`config.mk`:
```
export PLATFORM = sky130hd
export DESIGN_NAME = mux_scan_n_1_flat
export DESIGN_NICKNAME = d
export VERILOG_FILES = /design/src/rtl/mux_scan_n_1_pkg.sv /design/src/rtl/mux_scan_n_1_if.sv /design/src/rtl/mux_n_1_gate.sv /design/src/rtl/mux_scan_n_1.sv /design/src/flat_wrapper.sv
export SDC_FILE = /design/constraint.sdc
export NUM_CORES = 1
export LEC_CHECK = 0
export ABC_AREA = 0
export CORE_MARGIN = 4
export CORE_UTILIZATION = 50
export DETAILED_ROUTE_END_ITERATION = 8
export GPL_TIMING_DRIVEN = 0
export PLACE_DENSITY_LB_ADDON = 0.08
export SLEW_MARGIN = 10
export SYNTH_ARGS = -nofsm -noshare
export SYNTH_HDL_FRONTEND = slang
export SYNTH_HIERARCHICAL = 1
export SYNTH_SLANG_ARGS = --single-unit
```
`constraint.sdc`:
```
create_clock -name clk -period 10.7 [get_ports clk]
set_input_delay 2.14 -clock clk [delete_from_list [all_inputs] [get_ports clk]]
set_output_delay 2.14 -clock clk [all_outputs]
set_load 0.01 [all_outputs]
```
`src/rtl/mux_scan_n_1_pkg.sv`:
```
// mux_scan_n_1_pkg
// Shared definitions for the registered N:1 channel selector: FSM state
// encodings, operating-mode constants and parameter-range helpers.
package mux_scan_n_1_pkg;

    typedef enum logic [1:0] {
        S_IDLE    = 2'd0,
        S_CAPTURE = 2'd1,
        S_HOLD    = 2'd2
    } state_t;

    localparam logic MODE_MANUAL = 1'b0;
    localparam logic MODE_SCAN   = 1'b1;

    localparam int N_CH_MIN = 2;
    localparam int N_CH_MAX = 256;

    function automatic bit is_pow2(input int n);
        return (n > 0) && ((n & (n - 1)) == 0);
    endfunction

endpackage

```
`src/rtl/mux_scan_n_1_if.sv`:
```
// mux_scan_n_1_if
// Bus between the parallel sources / serial consumer and the selector.
//   inp        N_CH*WIDTH  channel k on bits [k*WIDTH +: WIDTH]
//   mode       1           0 = manual, 1 = scan
//   sel_in     SEL_W       manual channel index
//   sel_load   1           manual request strobe
//   ch_en      N_CH        scan enable mask
//   out_data   WIDTH       captured sample
//   out_sel    SEL_W       channel index of out_data
//   out_valid  1           out_data holds a sample
//   out_ready  1           consumer accepts on out_valid && out_ready
//   scan_wrap  1           one-cycle pulse when the scan pointer wraps
// master: the environment driving sources and consuming samples.
// slave : the selector itself.
interface mux_scan_n_1_if #(
    parameter int N_CH  = 16,
    parameter int WIDTH = 1
);
    localparam int SEL_W = $clog2(N_CH);

    logic [N_CH*WIDTH-1:0] inp;
    logic                  mode;
    logic [SEL_W-1:0]      sel_in;
    logic                  sel_load;
    logic [N_CH-1:0]       ch_en;
    logic [WIDTH-1:0]      out_data;
    logic [SEL_W-1:0]      out_sel;
    logic                  out_valid;
    logic                  out_ready;
    logic                  scan_wrap;

    modport master (
        output inp, mode, sel_in, sel_load, ch_en, out_ready,
        input  out_data, out_sel, out_valid, scan_wrap
    );

    modport slave (
        input  inp, mode, sel_in, sel_load, ch_en, out_ready,
        output out_data, out_sel, out_valid, scan_wrap
    );

endinterface

```
`src/rtl/mux_n_1_gate.sv`:
```
// mux_n_1_gate
// Purely combinational N:1 data path: data = inp[ptr].
//   inp   N_CH*WIDTH  packed channels, channel k on bits [k*WIDTH +: WIDTH]
//   ptr   SEL_W       channel index
//   data  WIDTH       selected channel
module mux_n_1_gate #(
    parameter  int N_CH  = 16,
    parameter  int WIDTH = 1,
    localparam int SEL_W = $clog2(N_CH)
) (
    input  logic [N_CH*WIDTH-1:0] inp,
    input  logic [SEL_W-1:0]      ptr,
    output logic [WIDTH-1:0]      data
);

    logic [WIDTH-1:0] ch [N_CH];

    for (genvar k = 0; k < N_CH; k++) begin : g_split
        assign ch[k] = inp[k*WIDTH +: WIDTH];
    end

    // N_CH is a power of two, so every ptr value addresses a real channel.
    assign data = ch[ptr];

endmodule

```
`src/rtl/mux_scan_n_1.sv`:
```
// mux_scan_n_1
// Registered N:1 channel selector with manual and round-robin scan modes.
// Each selected channel is captured into out_data and offered on a
// valid/ready handshake; in scan mode the next enabled channel is captured
// straight after each transfer (one sample per two cycles at full rate).
//   clk  rising-edge clock
//   rst  synchronous, active-high reset
//   bus  mux_scan_n_1_if.slave (sources, controls, output handshake)
module mux_scan_n_1 #(
    parameter int N_CH  = 16,
    parameter int WIDTH = 1
) (
    input logic           clk,
    input logic           rst,
    mux_scan_n_1_if.slave bus
);
    import mux_scan_n_1_pkg::*;

    localparam int SEL_W = $clog2(N_CH);

    if (N_CH < N_CH_MIN || N_CH > N_CH_MAX || !is_pow2(N_CH)) begin : g_bad_n_ch
        $error("mux_scan_n_1: N_CH must be a power of two in 2..256");
    end

    state_t           state;
    logic [SEL_W-1:0] ptr;
    logic [SEL_W-1:0] out_sel_q;
    logic [WIDTH-1:0] out_data_q;
    logic             out_valid_q;
    logic             scan_wrap_q;

    logic [WIDTH-1:0] sel_data;
    logic [SEL_W-1:0] first_incl;   // first enabled channel at or after ptr
    logic [SEL_W-1:0] next_excl;    // first enabled channel after ptr, ptr last
    logic             handshake;

    // Circular search: rotate the mask so 'start' sits at bit 0, take the
    // lowest set bit, then add 'start' back. The SEL_W-bit add wraps modulo
    // N_CH for free. Callers only use the result when mask != 0.
    function automatic logic [SEL_W-1:0] first_enabled(
        input logic [N_CH-1:0]  mask,
        input logic [SEL_W-1:0] start
    );
        logic [2*N_CH-1:0] dbl;
        logic [N_CH-1:0]   rot;
        logic [SEL_W-1:0]  off;
        dbl = {mask, mask} >> start;
        rot = dbl[N_CH-1:0];
        off = '0;
        for (int i = N_CH - 1; i >= 0; i--) begin
            if (rot[i]) off = SEL_W'(i);
        end
        return start + off;
    endfunction

    assign first_incl = first_enabled(bus.ch_en, ptr);
    assign next_excl  = first_enabled(bus.ch_en, ptr + SEL_W'(1));
    assign handshake  = out_valid_q && bus.out_ready;

    mux_n_1_gate #(
        .N_CH  (N_CH),
        .WIDTH (WIDTH)
    ) u_gate (
        .inp  (bus.inp),
        .ptr  (ptr),
        .data (sel_data)
    );

    // NOTE: every register here uses non-blocking assignment so all of them
    // update together at the edge, whatever order the statements are in.
    always_ff @(posedge clk) begin
        // NOTE: reset is synchronous: it is just the highest-priority branch
        // of the clocked logic, so it never acts between edges.
        if (rst) begin
            state       <= S_IDLE;
            ptr         <= '0;
            out_data_q  <= '0;
            out_sel_q   <= '0;
            out_valid_q <= 1'b0;
            scan_wrap_q <= 1'b0;
        end else begin
            scan_wrap_q <= 1'b0;
            case (state)
                S_IDLE: begin
                    // Manual mode looks only at sel_load/sel_in, scan mode
                    // only at ch_en.
                    if (bus.mode == MODE_MANUAL) begin
                        if (bus.sel_load) begin
                            ptr   <= bus.sel_in;
                            state <= S_CAPTURE;
                        end
                    end else if (|bus.ch_en) begin
                        ptr   <= first_incl;
                        state <= S_CAPTURE;
                    end
                end

                S_CAPTURE: begin
                    out_data_q  <= sel_data;
                    out_sel_q   <= ptr;
                    out_valid_q <= 1'b1;
                    state       <= S_HOLD;
                end

                S_HOLD: begin
                    if (handshake) begin
                        out_valid_q <= 1'b0;
                        if (bus.mode == MODE_SCAN && |bus.ch_en) begin
                            ptr         <= next_excl;
                            // Not moving forward means we went round the end;
                            // a lone enabled channel wraps on every transfer.
                            scan_wrap_q <= (next_excl <= ptr);
                            state       <= S_CAPTURE;
                        end else begin
                            state <= S_IDLE;
                        end
                    end
                end

                default: state <= S_IDLE;
            endcase
        end
    end

    assign bus.out_data  = out_data_q;
    assign bus.out_sel   = out_sel_q;
    assign bus.out_valid = out_valid_q;
    assign bus.scan_wrap = scan_wrap_q;

endmodule

```
`src/flat_wrapper.sv`:
```
// flat-port wrapper written by rule: the top's interface ports become plain ports
module mux_scan_n_1_flat import mux_scan_n_1_pkg::*;
#(
    parameter int N_CH  = 16,
    parameter int WIDTH = 1
)
  (clk, rst, bus_inp, bus_mode, bus_sel_in, bus_sel_load, bus_ch_en, bus_out_ready, bus_out_data, bus_out_sel, bus_out_valid, bus_scan_wrap);
  mux_scan_n_1_if #(.N_CH(N_CH), .WIDTH(WIDTH)) bus_i ();
  input logic clk;
  input logic rst;
  input wire logic [$bits(bus_i.inp)-1:0] bus_inp;
  input wire logic [$bits(bus_i.mode)-1:0] bus_mode;
  input wire logic [$bits(bus_i.sel_in)-1:0] bus_sel_in;
  input wire logic [$bits(bus_i.sel_load)-1:0] bus_sel_load;
  input wire logic [$bits(bus_i.ch_en)-1:0] bus_ch_en;
  input wire logic [$bits(bus_i.out_ready)-1:0] bus_out_ready;
  output wire logic [$bits(bus_i.out_data)-1:0] bus_out_data;
  output wire logic [$bits(bus_i.out_sel)-1:0] bus_out_sel;
  output wire logic [$bits(bus_i.out_valid)-1:0] bus_out_valid;
  output wire logic [$bits(bus_i.scan_wrap)-1:0] bus_scan_wrap;
  assign bus_i.inp = bus_inp;
  assign bus_i.mode = bus_mode;
  assign bus_i.sel_in = bus_sel_in;
  assign bus_i.sel_load = bus_sel_load;
  assign bus_i.ch_en = bus_ch_en;
  assign bus_i.out_ready = bus_out_ready;
  assign bus_out_data = bus_i.out_data;
  assign bus_out_sel = bus_i.out_sel;
  assign bus_out_valid = bus_i.out_valid;
  assign bus_scan_wrap = bus_i.scan_wrap;
  mux_scan_n_1 #(.N_CH(N_CH), .WIDTH(WIDTH)) u_core (.clk(clk), .rst(rst), .bus(bus_i));
endmodule
```
==> results of run 1 <==
-- worst min-delay path, delay by kind of cell (launching register included) --
kind	cells	cell delay, ps
flops	1	330
mux	1	60
simple gates	1	70
-- metal layers --
metal	share of wire [%]	global-route usage, %	routed length, um
met1	43	34.6	4180
met2	52	44.6	5050
met3	4.3	2.58	416
met4	0.56	2.84	54
met5	0	0	0
-- cell usage in the layout (no fill, tap or decap), types with 10 or more instances in the layout --
cell type	netlist	routed
a21oi_1	19	19
buf_2	10	10
clkdlybuf4s50_1	0	46
dfxtp_1	13	13
ha_1	11	11
mux2_1	10	10
mux2_2	26	26
mux2i_1	37	37
mux4_2	18	18
nand2_1	31	31
nor2_1	33	33
o21ai_0	18	18
-- path summary, 6_finish.rpt --
path	startpoint	to	slack, ps
setup / recovery	bus_ch_en[10]	u_core/bus.scan_wrap	4070
hold / removal	u_core/bus.out_sel[3]	u_core/bus.out_sel[3]	490
setup reg to reg	u_core/ptr[0]	u_core/bus.scan_wrap	5270
hold reg to reg	u_core/bus.out_sel[3]	u_core/bus.out_sel[3]	490
-- Yosys cell counts, types with 6 or more instances --
| library cell | count |
|---|---|
| mux4_2 | 18 |
| xnor2_1 | 8 |
| a211oi_1 | 6 |
| a21oi_1 | 19 |
| mux2_2 | 26 |
| mux2i_1 | 37 |
| mux4_1 | 8 |
| clkbuf_1 | 8 |
| o21ai_0 | 18 |
| mux2_1 | 10 |
| inv_1 | 9 |
| nand3_1 | 7 |
| nor2b_1 | 6 |
| nand2_1 | 31 |
| buf_2 | 10 |
| a22oi_1 | 8 |
| nor2_1 | 33 |
| ha_1 | 11 |
| dfxtp_1 | 13 |
-- layout make-up --
cell class	count	area (um2)
multi-input cells	323	2850
fillers	567	2460
repair buffers	46	460
flip-flops and latches	13	260
plain buffers	24	133
well taps	77	96.3
clock buffers	4	45.0
inverters	12	45.0
-- where the power goes --
part	internal, mW	switching [mW]	total (mW)
sequential	0.0551	0.0114	0.0665
combinational	0.325	0.394	0.719
clock	0.0262	0.0165	0.0427
total	0.407	0.422	0.829
-- cell families (layout without fill, tap and decap cells) --
logic type,after synthesis,in the layout
simple gates,109,109
mux,99,99
compound gates,93,93
buf+inv,36,86
fa+ha+maj,13,13
flops,13,13
xor+xnor,9,9
-- metrics by stage --
step | instances | utilization [%] | power, mW | setup WS, ps | hold slack [ps]
global route | 499 | 61.3 | 0.909 | 3780 | 552
global placement | 495 | 60.6 | 0.761 | 3880 | 481
floorplan | 372 | - | 0.617 | 4910 | 531
finish | 499 | 61.3 | 0.829 | 4070 | 494
detailed placement | 495 | 60.6 | 0.776 | 3850 | 485
CTS | 499 | 61.3 | 0.824 | 4090 | 499
-- flip-flops by register name, indices dropped and copies added (netlist names) --
register,cells
u_core/state,2
u_core/bus.scan_wrap,1
u_core/ptr,4
u_core/bus.out_sel,4
u_core/bus.out_data,1
u_core/bus.out_valid,1
==> results.md, run 1 <==
- WP data arrival: 6760 ps
- Chip width: 89.1 um
- Final period util: roughly 62%
- Syn Nets: 426
- Clock skew: 4.38 ps
- Data required, critical path: ~11,000 ps
- Core box area: between 6000 and 7000 um2
- Site Rows: 29
- Count of different cell masters after synthesis: 59
- Critical Path Stages: 21
- Final hold vios: 0
- Initial Util: 51.8%
- Remaining DRCs: 0
- Largest family of logic cells by synthesized area: multiplexers
- R2r worst-path depth: 22
- Worst vdd ir: 0.133 mV
- Register area share after synthesis: 7.91%
- Num Clock Sinks: 13
- Synthesized cell area: 3290 um2
- Simple-gate portion of the synthesized area: 16.4%
- Fin nets: 477
- RSZ-0062 raised after global routing: false
- Max-slew violations: 0
- Clock-pin slew on the worst setup and hold paths: about 60 ps
- DP HPWL: 7.64 mm
- Inserted Diodes: 0
- Post-synth ARST share: 0%
- Total Wirelength: 9.69 mm
- CTS Buf Count: 3
- Least-Margin Pin Slew: around 620 ps
- H-tree lvl count: 1
- Max Freq: ~0.15 GHz
- PwrDens: 213 nW/um2
- Die area: 7940 um2
- Yosys top cell by area: mux4_2
- CTS hold repair buffers: 0
- Area grow syn2layout: 18.3%
- Max Cap Viol: 0
- Largest net degree at the start of global routing: 12
- Root Buffer: clkbuf_8
- Cell mode on critical path: a21oi_1
- Max stage delay on crit path: 530 ps
- Final setup viols: 0
- Area fraction in compound gates after synthesis: about a fifth
- Critical path's slowest cell: mux4_2
- Worst setup SP type: input port
- Worst hold path depth: 2
- GRT Resource Usage Total: approximately 25%
- Hold Path Class: register to register
- Yosys top cell area share: 12.3%
- Die Y-Extent: 89.1 um
- Gpl congestion: 0.945
- Crit-path max FO: 10
- Synth Instances: 372
- CP endpoint kind: register
- Max Root-Sink Buffers: 2
- Fin crit period: 6630 ps
- CP top delay family: multiplexers
- Leak: 1.48 nW
- Vias in the first global route: 3,156
- Clock insertion delay at the later pin of the skew report: 240 ps
- Post-DP Area: just under 4000 um2
- Crit path cell chain: clkdlybuf4s50_1 -> clkbuf_1 -> mux4_2 -> mux2_1 -> mux2_1 -> a21oi_1 -> o31ai_1 -> o311ai_1 -> a21oi_1 -> a21o_1 -> ha_1 -> inv_1 -> fa_1 -> inv_1 -> ha_1 -> nor2b_1 -> o21ai_0 -> nand2b_1 -> a21oi_1 -> a41oi_1 -> nor4_1
- Synth warn: 6
- Post-Synth Adder-Cell Area: 5.40%
- Top FF cell, synth: dfxtp_1
- DR WL/cell: 19.4 um
- Cts repair resizes: 0
- # IOs: 48
- Via/cell ratio: approximately 6.5
- Total gr overflow: 0
- Post-synthesis xor/xnor area fraction: 2.97%
- Initial antenna violation count: 0
- Buf+Inv Stages, Crit Path: 4
- Multiplexer share of the synthesized area: 42.3%
- Outcome: finished, final reports clean
- TritonCTS clock tree: yes
- Via count: 3,230
- Largest cells by area after synthesis: mux4_2, mux2i_1, mux2_2
- Yosys reg bits: 13
- Initial DRC Count: 210
- Setup bufs post-CTS: 0
- Antenna-violating nets left: 0
- Sum Neg Setup Slack: 0 ps
- Drt first pass iters: 4
- Post-synth EDFFs: 0
- Share of cells above drive strength 1: 16.8%
- First-pass GRT wire length: 16.0 mm
- Final instance area: 3890 um2
- Syn Area/Cell: 8.84 um2
- CP Class: input port to register
- IO Port Bufs: 46
- Max-slew headroom: 58.6%
Power figures use the tool's default switching activity.
==> inputs of run 2 (changes only) <==
Clock period 10.7 ns to 6.8 ns, I/O delays scaled along.
==> results of run 2 <==
Same layout as run 1 (identical final DEF). Status: finished, final reports clean.
Main changes from that run: setup slack after placement 3850 ps -> 731 ps; setup slack after layout 4070 ps -> 949 ps; register-to-register setup slack 5270 ps -> 1370 ps; total power 0.829 mW -> 1.30 mW; worst IR drop on VDD 0.133 mV -> 0.209 mV
